**config.mk**
```make
export PLATFORM = sky130hd
export DESIGN_NAME = priority_arbiter
export DESIGN_NICKNAME = d
export VERILOG_FILES = /design/src/rtl/priority_arbiter.sv
export SDC_FILE = /design/constraint.sdc
export NUM_CORES = 1
export LEC_CHECK = 0
export BUFFER_PORTS_ARGS = -buffer_cell sky130_fd_sc_hd__buf_2
export CORE_MARGIN = 2
export CORE_UTILIZATION = 45
export CTS_CLUSTER_SIZE = 10
export DETAILED_ROUTE_END_ITERATION = 12
export PLACE_DENSITY = 0.74
export SYNTH_ARGS = -nofsm -noshare
export SYNTH_HDL_FRONTEND = slang
export SYNTH_SLANG_ARGS = --single-unit
export TNS_END_PERCENT = 50
```
**constraint.sdc**
```tcl
create_clock -name clk -period 3.56 [get_ports clk]
set_input_delay 0.712 -clock clk [delete_from_list [all_inputs] [get_ports clk]]
set_output_delay 0.712 -clock clk [all_outputs]
set_load 0.02 [all_outputs]
```
**src/rtl/priority_arbiter.sv**
```systemverilog
// Request arbiter: fixed-priority (MODE=0) or round-robin (MODE=1) with a
// valid/ready grant handshake and fully registered outputs.
module priority_arbiter #(
  parameter int unsigned  NUM_REQ = 8,
  parameter int unsigned  MODE    = 0,
  localparam int unsigned IDX_W   = (NUM_REQ > 1) ? $clog2(NUM_REQ) : 1
) (
  input  logic               clk,
  input  logic               rst_n,
  input  logic [NUM_REQ-1:0] req,
  input  logic               out_ready,
  output logic               out_valid,
  output logic [IDX_W-1:0]   grant_idx,
  output logic [NUM_REQ-1:0] grant_onehot
);

  typedef enum logic {IDLE, GRANT} state_t;

  state_t               state;
  logic [IDX_W-1:0]     ptr;
  logic [IDX_W-1:0]     ptr_inc;
  logic [IDX_W-1:0]     start;
  logic [IDX_W-1:0]     win_idx;
  logic [2*NUM_REQ-1:0] req2;
  logic [NUM_REQ-1:0]   rot;
  logic                 handshake;
  logic                 any_req;
  int unsigned          inc;
  int unsigned          off;
  int unsigned          sum;

  // Pointer successor: one past the current grant, wrapping at NUM_REQ.
  always_comb begin
    inc = 32'(grant_idx) + 32'd1;
    if (inc >= NUM_REQ) inc = 32'd0;
    ptr_inc = IDX_W'(inc);
  end

  // Search origin; a handshake edge already searches from the advanced pointer.
  always_comb begin
    handshake = (state == GRANT) && out_ready;
    any_req   = |req;
    start     = '0;
    if (MODE == 1) start = handshake ? ptr_inc : ptr;
  end

  // Winner: rotate requests so the origin sits at bit 0, take the lowest set bit.
  always_comb begin
    req2 = {req, req};
    rot  = NUM_REQ'(req2 >> start);
    off  = 32'd0;
    for (int j = NUM_REQ - 1; j >= 0; j--) begin
      if (rot[j]) off = 32'(j);
    end
    sum = 32'(start) + off;
    if (sum >= NUM_REQ) sum = sum - NUM_REQ;
    win_idx = IDX_W'(sum);
  end

  // Grant FSM with registered outputs and round-robin pointer.
  always_ff @(posedge clk or negedge rst_n) begin
    if (!rst_n) begin
      state        <= IDLE;
      out_valid    <= 1'b0;
      grant_idx    <= '0;
      grant_onehot <= '0;
      ptr          <= '0;
    end else begin
      case (state)
        IDLE: begin
          if (any_req) begin
            state        <= GRANT;
            out_valid    <= 1'b1;
            grant_idx    <= win_idx;
            grant_onehot <= NUM_REQ'(1) << win_idx;
          end
        end
        GRANT: begin
          if (out_ready) begin
            if (MODE == 1) ptr <= ptr_inc;
            if (any_req) begin
              grant_idx    <= win_idx;
              grant_onehot <= NUM_REQ'(1) << win_idx;
            end else begin
              state        <= IDLE;
              out_valid    <= 1'b0;
              grant_onehot <= '0;
            end
          end
        end
      endcase
    end
  end

endmodule

```
==> out/qor.log <==
qor: synthesis.syn-cell-area 605.6 sq um
qor: global_route.grt_overflow_total 0
qor: run_status.status finished, final reports clean
qor: sta.final_hold_violation_count 0
qor: sta.worst_clock_skew 0.0006868 ns
qor: floorplan.coreArea 0.001285 sq mm
qor: drt.drt_first_pass_iters 4
qor: synthesis.synthArstFlopShare 100.0%
qor: synthesis.syn_nets 68
qor: cells_and_area.top_library_cells_by_usage_in_the_layout_fill_and_taps_aside 22 x sky130_fd_sc_hd__buf_2, 13 x sky130_fd_sc_hd__dfrtp_1, 7 x sky130_fd_sc_hd__nand2_1, 6 x sky130_fd_sc_hd__o21ai_0, 5 x sky130_fd_sc_hd__nor2_1
qor: drt.via_per_inst 5.495
qor: critical_path.reg2reg_depth 4
qor: drt.drt_iter0_markers 11
qor: drt.routed-via-count 533
qor: cts.clk_transition_reported_paths 0.08 ns
qor: sta.setup_viol 0
qor: floorplan.die_area 0.001655 sq mm
qor: placed_design.post-place-ws 1.278 ns
qor: synthesis.synth_area_per_cell 10.62 sq um
qor: cts.clockBufferDepth 2
qor: critical_path.r2r-end out_valid$_DFFE_PN0P_
qor: critical_path.cp_data_arrival_time 2.16 ns
qor: critical_path.worstSetupStartpointType primary input
qor: cts.cts_tree yes
qor: power_and_ir_drop.powerDensity 401.1 mW/mm^2
qor: placed_design.io_buffer_count 22
qor: sta.finalWorstPathRequiredPeriod 1.986 ns
qor: worst_hold_path.hold_path.class in -> async
qor: global_route.grt_pass1_vias 459
qor: cts.htreeDepth 1
qor: sta.max_slew_margin 60.02%
qor: synthesis.synth-edff-count 0
qor: sta.post-route-period-util 55.79%
qor: floorplan.ioPinCount 23
qor: sta.fmax 503.5 MHz
qor: sta.setup_slack 1.574 ns
qor: power_and_ir_drop.seq_power_share 52.8%
qor: drt.route.detailed.drc 0
qor: critical_path.crit_path_end_kind register
qor: global_route.grt_first_pass_wirelength 1.849 mm
qor: sta.finalMaxSlewViolations 0
qor: sta.grt_setup_unrepaired false
qor: cts.cts_made_buffers 3
qor: power_and_ir_drop.pwr-share-comb 16.1%
qor: global_route.grt.total_usage 17.81%
qor: floorplan.floorplan.initialDensity 47.13%
qor: cells_and_area.diodes 0
qor: power_and_ir_drop.vdd_ir_drop_max 0.2286 mV
qor: synthesis.distinct_cell_type_count_of_the_synthesized_netlist 21
qor: cells_and_area.final_util 58.33%
qor: power_and_ir_drop.power_switching_share 28.17%
qor: cells_and_area.drive_above_1_share 34.15%
qor: cts.clock_latency 0.28 ns
qor: floorplan.fp.dieW 40.69 um
qor: cells_and_area.mostFrequentLayoutCell sky130_fd_sc_hd__buf_2
qor: critical_path.timing.rr.start state$_DFF_PN0_
qor: floorplan.placementRows 13
qor: critical_path.worst-r2r-setup-slack 2.25 ns
qor: drt.detail_route.wirelength 1.240 mm
qor: drt.drtAntennaViolNets 0
qor: sta.worst_slew_pin_tran 0.5998 ns
qor: cts.clockRootBuffer sky130_fd_sc_hd__clkbuf_4
qor: synthesis.post_syn_instances 57
qor: cts.cts_setup_buffers 0
qor: floorplan.dieHeight 40.69 um
qor: critical_path.cp_max_fo 7
qor: global_route.antenna_found_initial 0
qor: critical_path.crit_type in -> reg
qor: sta.whs 0.3048 ns
qor: placed_design.place_hpwl 960.8 um
qor: power_and_ir_drop.p_switching 84.70 uW
qor: cells_and_area.final_net_count 94
qor: global_route.grt_start_max_net_pins 14
qor: power_and_ir_drop.share_clk_of_total_power 31.1%
qor: drt.wl_per_cell 12.78 um
qor: cts.holdBufCountCts 0
qor: sta.fin_tns_setup 0 ns
qor: synthesis.synth-seq-area-share 53.72%
qor: cts.post_cts.resized_instances 0
qor: cts.clock_sink_count 13
qor: placed_design.finalWeightedCongestion 0.7686
qor: critical_path.critical_path_required 3.73 ns
qor: synthesis.ys_seq_elements 13
qor: job.drv.max_cap_violation_count 0
qor: synthesis.yosysWarnings 0
qor: power_and_ir_drop.p_int 215.9 uW
qor: cells_and_area.layout-area-overhead-vs-synth 23.76%
qor: synthesis.ys.flop_type sky130_fd_sc_hd__dfrtp_1
qor: power_and_ir_drop.power_leakage 0.3782 nW
-- state kept, by name, indices dropped and copies added (netlist names) --
register,flops
grant_idx,3
grant_onehot,8
out_valid,1
state,1
-- metal layers --
| metal | up-vias | GRT usage (%) | part of all wire, % |
|---|---|---|---|
| li1 | 262 | - | - |
| met1 | 251 | 20.95 | 44 |
| met2 | 15 | 28.97 | 48 |
| met3 | 5 | 3.261 | 4.6 |
| met4 | 0 | 12.50 | 2.7 |
| met5 | - | 0 | 0 |
-- how the worst max path moves through the flow --
stage,from,endpoint,slack [ns],cells after the start
CTS,req[3],out_valid$_DFFE_PN0P_,1.57,5
detailed placement,req[3],out_valid$_DFFE_PN0P_,1.28,5
floorplan,req[3],out_valid$_DFFE_PN0P_,1.50,5
global route,req[3],out_valid$_DFFE_PN0P_,1.52,5
finish,req[3],out_valid$_DFFE_PN0P_,1.57,5
global placement,req[3],out_valid$_DFFE_PN0P_,1.33,5
-- area by class of cell --
cell class / count / area (sq um)
fillers: 123 / 535.5
flip-flops and latches: 13 / 325.3
multi-input cells: 40 / 257.7
repair buffers: 22 / 110.1
clock buffers: 4 / 26.28
well taps: 15 / 18.77
inverters: 3 / 11.26
-- metrics by stage --
| stage | cell area, sq um | cells | power, mW |
|---|---|---|---|
| after floorplan | 605.6 | 57 | 0.1895 |
| after global placement | 723.2 | 93 | 0.2100 |
| after detailed placement | 723.2 | 93 | 0.2110 |
| after CTS | 749.5 | 97 | 0.3021 |
| after global routing | 749.5 | 97 | 0.3135 |
| final | 749.5 | 97 | 0.3006 |
-- power by group through the flow --
stage	Clock, mW	Combinational [mW]	Sequential, mW
finish	0.0934	0.0484	0.159
global route	0.0994	0.0542	0.160
CTS	0.0940	0.0493	0.159
detailed placement	0	0.0491	0.162
global placement	0	0.0483	0.162
floorplan	0	0.0178	0.172
-- cell usage after synthesis, types with 2 or more instances --
library cell	number	area [sq um]
sky130_fd_sc_hd__or4_1	2	15.01
sky130_fd_sc_hd__nor2_1	5	18.77
sky130_fd_sc_hd__a32o_1	3	30.03
sky130_fd_sc_hd__inv_1	3	11.26
sky130_fd_sc_hd__dfrtp_1	13	325.3
sky130_fd_sc_hd__a21oi_1	3	15.01
sky130_fd_sc_hd__o21ai_0	6	30.03
sky130_fd_sc_hd__nand2b_1	2	12.51
sky130_fd_sc_hd__o31ai_1	2	15.01
sky130_fd_sc_hd__nand2_1	7	26.28
-- critical path, stage by stage --
cell	delay (ns)
sky130_fd_sc_hd__buf_2	0.12
sky130_fd_sc_hd__or4_1	0.68
sky130_fd_sc_hd__or3_4	0.45
sky130_fd_sc_hd__a21boi_2	0.14
sky130_fd_sc_hd__a21oi_1	0.05
-- cells by family after synthesis --
family                 share of synthesized area (%)
AOI/OAI and AO/OA                              25.62
DFF                                            53.72
and+or+nand+nor                                16.94
buffers and inverters                          3.719
No activity file was read; power rests on OpenSTA's default activity.
